### src/rtl/osc_rst_pkg.sv
// Shared definitions for the oscillator reset sequencer: FSM encoding,
// default timing constants derived from the 160 MHz clock, and counter sizing.
package osc_rst_pkg;

    typedef enum logic [2:0] {
        ST_IDLE      = 3'd0,
        ST_WAIT_LOCK = 3'd1,
        ST_STABLE    = 3'd2,
        ST_RELEASE   = 3'd3,
        ST_RUN       = 3'd4
    } state_t;

    localparam int CLK_FREQ_HZ = 160_000_000;

    // 10 us of stable lock, 1 us between stages, 1 ms lock timeout
    localparam int DEF_LOCK_STABLE_CYCLES  = CLK_FREQ_HZ / 100_000;
    localparam int DEF_STAGE_GAP_CYCLES    = CLK_FREQ_HZ / 1_000_000;
    localparam int DEF_LOCK_TIMEOUT_CYCLES = CLK_FREQ_HZ / 1_000;

    function automatic int cnt_width(input int max_cycles);
        return (max_cycles < 2) ? 1 : $clog2(max_cycles);
    endfunction

endpackage

### src/rtl/osc_reset_sequencer_sync_bit.sv
// Multi-flop synchroniser for a single asynchronous level input,
// cleared to 0 by a synchronous reset.
module sync_bit #(
    parameter int STAGES = 2
) (
    input  logic clock,
    input  logic reset,
    input  logic d,
    output logic q
);

    logic [STAGES-1:0] sync_chain;

    always_ff @(posedge clock) begin
        if (reset) begin
            sync_chain <= '0;
        end else begin
            sync_chain <= {sync_chain[STAGES-2:0], d};
        end
    end

    assign q = sync_chain[STAGES-1];

endmodule

### src/rtl/osc_reset_sequencer.sv
// Qualifies init-done and PLL lock, then releases staged fabric resets in order;
// re-asserts everything on lock loss and keeps lock-fault status for readback.
module osc_reset_sequencer
    import osc_rst_pkg::*;
#(
    parameter int SYNC_STAGES         = 2,
    parameter int N_STAGES            = 3,
    parameter int LOCK_STABLE_CYCLES  = DEF_LOCK_STABLE_CYCLES,
    parameter int STAGE_GAP_CYCLES    = DEF_STAGE_GAP_CYCLES,
    parameter int LOCK_TIMEOUT_CYCLES = DEF_LOCK_TIMEOUT_CYCLES,
    parameter int CNT_W               = cnt_width(DEF_LOCK_TIMEOUT_CYCLES)
) (
    input  logic                CLK,
    input  logic                RESET,
    input  logic                INIT_DONE,
    input  logic                PLL_LOCK,
    output logic [N_STAGES-1:0] STAGE_RESET,
    output logic                READY,
    output logic                LOCK_TIMEOUT,
    output logic [7:0]          RELOCK_COUNT,
    output logic [2:0]          STATE
);

    if (SYNC_STAGES < 2) begin : g_bad_sync
        $error("SYNC_STAGES must be at least 2");
    end
    if (N_STAGES < 1 || N_STAGES > 8) begin : g_bad_nstages
        $error("N_STAGES must be in 1..8");
    end
    if (N_STAGES * STAGE_GAP_CYCLES >= (1 << CNT_W)) begin : g_bad_gap
        $error("N_STAGES*STAGE_GAP_CYCLES does not fit in CNT_W");
    end
    if (LOCK_STABLE_CYCLES < 1) begin : g_bad_stable
        $error("LOCK_STABLE_CYCLES must be at least 1");
    end
    if (STAGE_GAP_CYCLES < 1) begin : g_bad_stage_gap
        $error("STAGE_GAP_CYCLES must be at least 1");
    end

    logic lock_s;
    logic init_s;

    sync_bit #(.STAGES(SYNC_STAGES)) u_sync_lock (
        .clock (CLK),
        .reset (RESET),
        .d     (PLL_LOCK),
        .q     (lock_s)
    );

    sync_bit #(.STAGES(SYNC_STAGES)) u_sync_init (
        .clock (CLK),
        .reset (RESET),
        .d     (INIT_DONE),
        .q     (init_s)
    );

    state_t             state, state_nxt;
    logic [CNT_W-1:0]   cnt, cnt_nxt;
    logic [N_STAGES-1:0] stage_nxt;
    logic               ready_nxt;
    logic               timeout_nxt;
    logic [7:0]         relock_nxt;

    // State, counter and all outputs are registered together
    always_ff @(posedge CLK) begin
        if (RESET) begin
            state        <= ST_IDLE;
            cnt          <= '0;
            STAGE_RESET  <= '1;
            READY        <= 1'b0;
            LOCK_TIMEOUT <= 1'b0;
            RELOCK_COUNT <= 8'd0;
        end else begin
            state        <= state_nxt;
            cnt          <= cnt_nxt;
            STAGE_RESET  <= stage_nxt;
            READY        <= ready_nxt;
            LOCK_TIMEOUT <= timeout_nxt;
            RELOCK_COUNT <= relock_nxt;
        end
    end

    always_comb begin
        state_nxt   = state;
        cnt_nxt     = cnt;
        stage_nxt   = STAGE_RESET;
        ready_nxt   = READY;
        timeout_nxt = LOCK_TIMEOUT;
        relock_nxt  = RELOCK_COUNT;

        case (state)
            ST_IDLE: begin
                stage_nxt = '1;
                ready_nxt = 1'b0;
                cnt_nxt   = '0;
                if (init_s) state_nxt = ST_WAIT_LOCK;
            end
            ST_WAIT_LOCK: begin
                if (lock_s) begin
                    state_nxt = ST_STABLE;
                    cnt_nxt   = '0;
                end else if (cnt == CNT_W'(LOCK_TIMEOUT_CYCLES - 1)) begin
                    timeout_nxt = 1'b1;
                    cnt_nxt     = '0;
                end else begin
                    cnt_nxt = cnt + CNT_W'(1);
                end
            end
            ST_STABLE: begin
                if (!lock_s) begin
                    state_nxt = ST_WAIT_LOCK;
                    cnt_nxt   = '0;
                end else if (cnt == CNT_W'(LOCK_STABLE_CYCLES - 1)) begin
                    state_nxt = ST_RELEASE;
                    cnt_nxt   = '0;
                end else begin
                    cnt_nxt = cnt + CNT_W'(1);
                end
            end
            ST_RELEASE: begin
                if (!lock_s) begin
                    state_nxt = ST_WAIT_LOCK;
                    cnt_nxt   = '0;
                    stage_nxt = '1;
                    ready_nxt = 1'b0;
                end else if (cnt == CNT_W'(N_STAGES * STAGE_GAP_CYCLES - 1)) begin
                    state_nxt = ST_RUN;
                    cnt_nxt   = '0;
                    stage_nxt = '0;
                    ready_nxt = 1'b1;
                end else begin
                    cnt_nxt = cnt + CNT_W'(1);
                end
            end
            ST_RUN: begin
                stage_nxt = '0;
                ready_nxt = 1'b1;
                if (!lock_s) begin
                    state_nxt = ST_WAIT_LOCK;
                    cnt_nxt   = '0;
                    stage_nxt = '1;
                    ready_nxt = 1'b0;
                    if (RELOCK_COUNT != 8'hFF) relock_nxt = RELOCK_COUNT + 8'd1;
                end
            end
            default: begin
                state_nxt = ST_IDLE;
                cnt_nxt   = '0;
                stage_nxt = '1;
                ready_nxt = 1'b0;
            end
        endcase

        // Losing init-done outranks every lock event, including the relock count
        if (state != ST_IDLE && !init_s) begin
            state_nxt  = ST_IDLE;
            cnt_nxt    = '0;
            stage_nxt  = '1;
            ready_nxt  = 1'b0;
            relock_nxt = RELOCK_COUNT;
        end

        // Stage k drops on the registered cycle where the release counter reads k*gap
        if (state_nxt == ST_RELEASE) begin
            for (int k = 0; k < N_STAGES; k++) begin
                if (cnt_nxt == CNT_W'(k * STAGE_GAP_CYCLES)) stage_nxt[k] = 1'b0;
            end
        end
    end

    assign STATE = state;

endmodule

### config.mk
export PLATFORM = sky130hd
export DESIGN_NAME = osc_reset_sequencer
export DESIGN_NICKNAME = d
export VERILOG_FILES = /design/src/rtl/osc_rst_pkg.sv /design/src/rtl/osc_reset_sequencer_sync_bit.sv /design/src/rtl/osc_reset_sequencer.sv
export SDC_FILE = /design/constraint.sdc
export NUM_CORES = 1
export LEC_CHECK = 0
export ABC_CLOCK_PERIOD_IN_PS = 4800
export BUFFER_PORTS_ARGS = -buffer_cell sky130_fd_sc_hd__buf_2
export CAP_MARGIN = 15
export CORE_ASPECT_RATIO = 1.1
export CORE_UTILIZATION = 55
export DETAILED_ROUTE_END_ITERATION = 10
export GPL_ROUTABILITY_DRIVEN = 0
export PLACE_DENSITY = 0.75
export RECOVER_POWER = 25
export REMOVE_ABC_BUFFERS = 1
export SKIP_CTS_REPAIR_TIMING = 1
export SYNTH_ARGS = -nofsm -noshare
export SYNTH_HDL_FRONTEND = slang
export SYNTH_HIERARCHICAL = 1
export SYNTH_SLANG_ARGS = --single-unit
export TNS_END_PERCENT = 100
### constraint.sdc
create_clock -name CLK -period 4.8 [get_ports CLK]
set_clock_uncertainty 0.15 [all_clocks]
set_input_delay 1.2 -clock CLK [delete_from_list [all_inputs] [get_ports CLK]]
set_output_delay 1.2 -clock CLK [all_outputs]
set_load 0.01 [all_outputs]
==> impl_metrics.env <==
export IMPL_worstPathArrival_ns=3.40
export IMPL_powerDensity_nw_per_um2=241.2
export IMPL_core_um2=4285
export IMPL_rows=25
export IMPL_cts_tree="yes"
export IMPL_cts_clk_slew_worst_paths_ns=0.07
export IMPL_yosysWarnings=6
export IMPL_antenna_found_initial=0
export IMPL_synthFlopType="dfxtp_1"
export IMPL_p_leak_uw=0.0009580
export IMPL_finalSetupViolCount=0
export IMPL_regToRegSetupSlack_ns=1.41
export IMPL_rsz0062_at_grt="false"
export IMPL_slew_headroom_pct=46.05
export IMPL_drt_initial_drc_count=225
export IMPL_regArea_um2=760.7
export IMPL_grt_max_degree=21
export IMPL_syn_mean_instance_area_um2=7.880
export IMPL_drtPass1Iterations=5
export IMPL_syn_inst=309
export IMPL_multi_input_area_um2=1518
export IMPL_clock_sinks=38
export IMPL_seq_area_frac_synth_pct=31.24
export IMPL_drive_above_1_share_pct=10.32
export IMPL_dp_hpwl_mm=4.085
export IMPL_vdd_drop_max_mv=0.1677
export IMPL_cp_required_ns=4.81
export IMPL_critical_path_class="reg2reg"
export IMPL_finalHoldViolCount=0
export IMPL_maxCapViolCount=0
export IMPL_wl_per_cell_um=15.97
export IMPL_status="completed"
export IMPL_max_freq_mhz=295.1
export IMPL_synth_edf_count=0
export IMPL_start_util_pct=56.82
export IMPL_yosys_area_top_type="dfxtp_1"
export IMPL_grt_usage_pct=26.44
export IMPL_numPortBuffers=19
export IMPL_slew_violations=0
export IMPL_antenna_cells=0
export IMPL_start_kind="flop"
export IMPL_drc_errors=0
export IMPL_ant_nets=0
export IMPL_cp_max_fo=20
export IMPL_synth_most_common_cell="dfxtp_1"
export IMPL_finalSetupTns_ns=0
export IMPL_die_x_um=65.44
export IMPL_ys_async_sr_fraction_pct=0
export IMPL_cts_made_buffers=5
export IMPL_design_portCount=20
export IMPL_grt_pass1_vias=2092
export IMPL_fin_crit_sh_pct=70.60
export IMPL_fin_cells=364
export IMPL_area_delta_synth_final_pct=5.653
export IMPL_root_buffer="clkbuf_8"
export IMPL_layout_nets=316
export IMPL_placed_cells=357
export IMPL_tightest_slew_ns=0.8092
export IMPL_ys_ff_latch=38
export IMPL_synth_top_area_share_pct=31.24
export IMPL_clockBufferDepth=2
export IMPL_num_vias=2303
export IMPL_clkLatencyLatePin_ns=0.30
export IMPL_period_needed_ns=3.389
export IMPL_p_total_uw=620.5
export IMPL_synth_commonest_cells="38 x dfxtp_1, 32 x nor2_1, 26 x nand2_1"
export IMPL_hold_class="reg2reg"
export IMPL_overflow=0
export IMPL_vias_per_cell=6.327
export IMPL_synth_area_um2=2435
export IMPL_die_area_um2=4698
export IMPL_worst_setup_path_end_kind="flop"
export IMPL_ys_top_cells_by_area="dfxtp_1 31%, nor2_1 4.9%, a21oi_1 4.1%, nand2_1 4.0%, and3_1 3.1%"
export IMPL_fillCellCount=397
export IMPL_routed_wl_mm=5.812
export IMPL_die_h_um=71.79
export IMPL_grt_pass1_wl_mm=9.722
export IMPL_synth_distinct_cells=58
export IMPL_cts_max_level=2
cell usage in the layout, fill, tap and decap left out, types with 2 or more instances in the layout:
master	count
and3_1	12
inv_1	5
o21ai_0	12
and4b_1	2
nor2_1	32
a41oi_1	4
o21ai_1	3
xnor2_1	6
or3_1	4
o31ai_1	4
dfxtp_1	38
nand2b_1	3
nor4_1	3
a211oi_1	4
nand3_1	13
nor3b_1	3
clkbuf_1	4
nor3_1	6
a32oi_1	4
nand2_1	26
a311oi_1	3
nand4_1	9
nand3b_1	2
nor2b_1	10
clkbuf_8	6
and4_1	5
a21oi_1	20
xor2_1	7
o2111ai_1	2
buf_2	16
and2_1	5
a22oi_1	3
a31oi_1	6
ha_1	2
mux2i_1	4
registers in the layout (all words and copies together), names as in the netlist:
name	cells
u_sync_lock/sync_chain	2
u_sync_init/sync_chain	2
cnt	18
LOCK_TIMEOUT	1
RELOCK_COUNT	8
STATE	3
STAGE_RESET	3
READY	1
worst paths after layout:
| kind | from | endpoint | cells after the start |
|---|---|---|---|
| max reg2reg | cnt[0] | STAGE_RESET[1] | 9 |
| min reg2reg | u_sync_lock/sync_chain[0] | u_sync_lock/sync_chain[1] | 1 |
| max | cnt[0] | STAGE_RESET[1] | 9 |
| min | u_sync_lock/sync_chain[0] | u_sync_lock/sync_chain[1] | 1 |
cell type report:
cell class / count / share of cell area (%)
clock inverters: 1 / 1.167
flip-flops and latches: 38 / 29.57
multi-input cells: 240 / 59.00
repair buffers: 20 / 3.696
inverters: 5 / 0.7296
well taps: 54 / 2.626
clock buffers: 6 / 3.210
worst max-delay path, cell delays in order (launching register included):
cell and delay (ns):
dfxtp_1 0.43, ha_1 0.30, and4_1 0.40, nand4_1 0.32
o21ai_4 0.34, nand3_2 0.41, o21ai_0 0.22, a41oi_1 0.20
nor4_2 0.35, a31oi_1 0.13
where the power goes:
group | total, uW | leakage, uW | internal (uW) | switching (uW)
Clock | 277 | 0.0000573 | 166 | 111
Combinational | 23.6 | 0.000594 | 8.04 | 15.6
Sequential | 320 | 0.000307 | 317 | 2.81
stage by stage:
| step | worst slack [ns] | area, um2 | util (%) | hold slack, ns |
|---|---|---|---|---|
| final | 1.411 | 2572 | 60.03 | 0.2903 |
| after global routing | 1.114 | 2572 | 60.03 | 0.3058 |
| after CTS | 1.518 | 2586 | 60.35 | 0.2960 |
| after detailed placement | 1.596 | 2474 | 57.72 | 0.2779 |
| after global placement | 1.684 | 2474 | 57.72 | 0.2655 |
| after floorplan | 2.121 | 2303 | - | 0.2638 |
cells by family after synthesis:
kind of cell    after synthesis  synth area share [%]
flops                        38                 31.24
mux                           4                 1.644
compound gates               78                 22.51
simple gates                143                 32.73
fa+ha+maj                     2                 1.028
buf+inv                      31                 6.166
xor+xnor                     13                 4.676
layer usage:
layer | part of all wire (%) | global-route usage (%) | vias to the layer above | routed length (um)
li1 | - | - | 1147 | -
met1 | 46 | 33.33 | 1068 | 2653
met2 | 47 | 41.81 | 75 | 2746
met3 | 4.6 | 6.688 | 13 | 267
met4 | 2.5 | 12.56 | 0 | 145
met5 | 0 | 0 | - | 0
No activity file was read; power rests on OpenSTA's default activity.
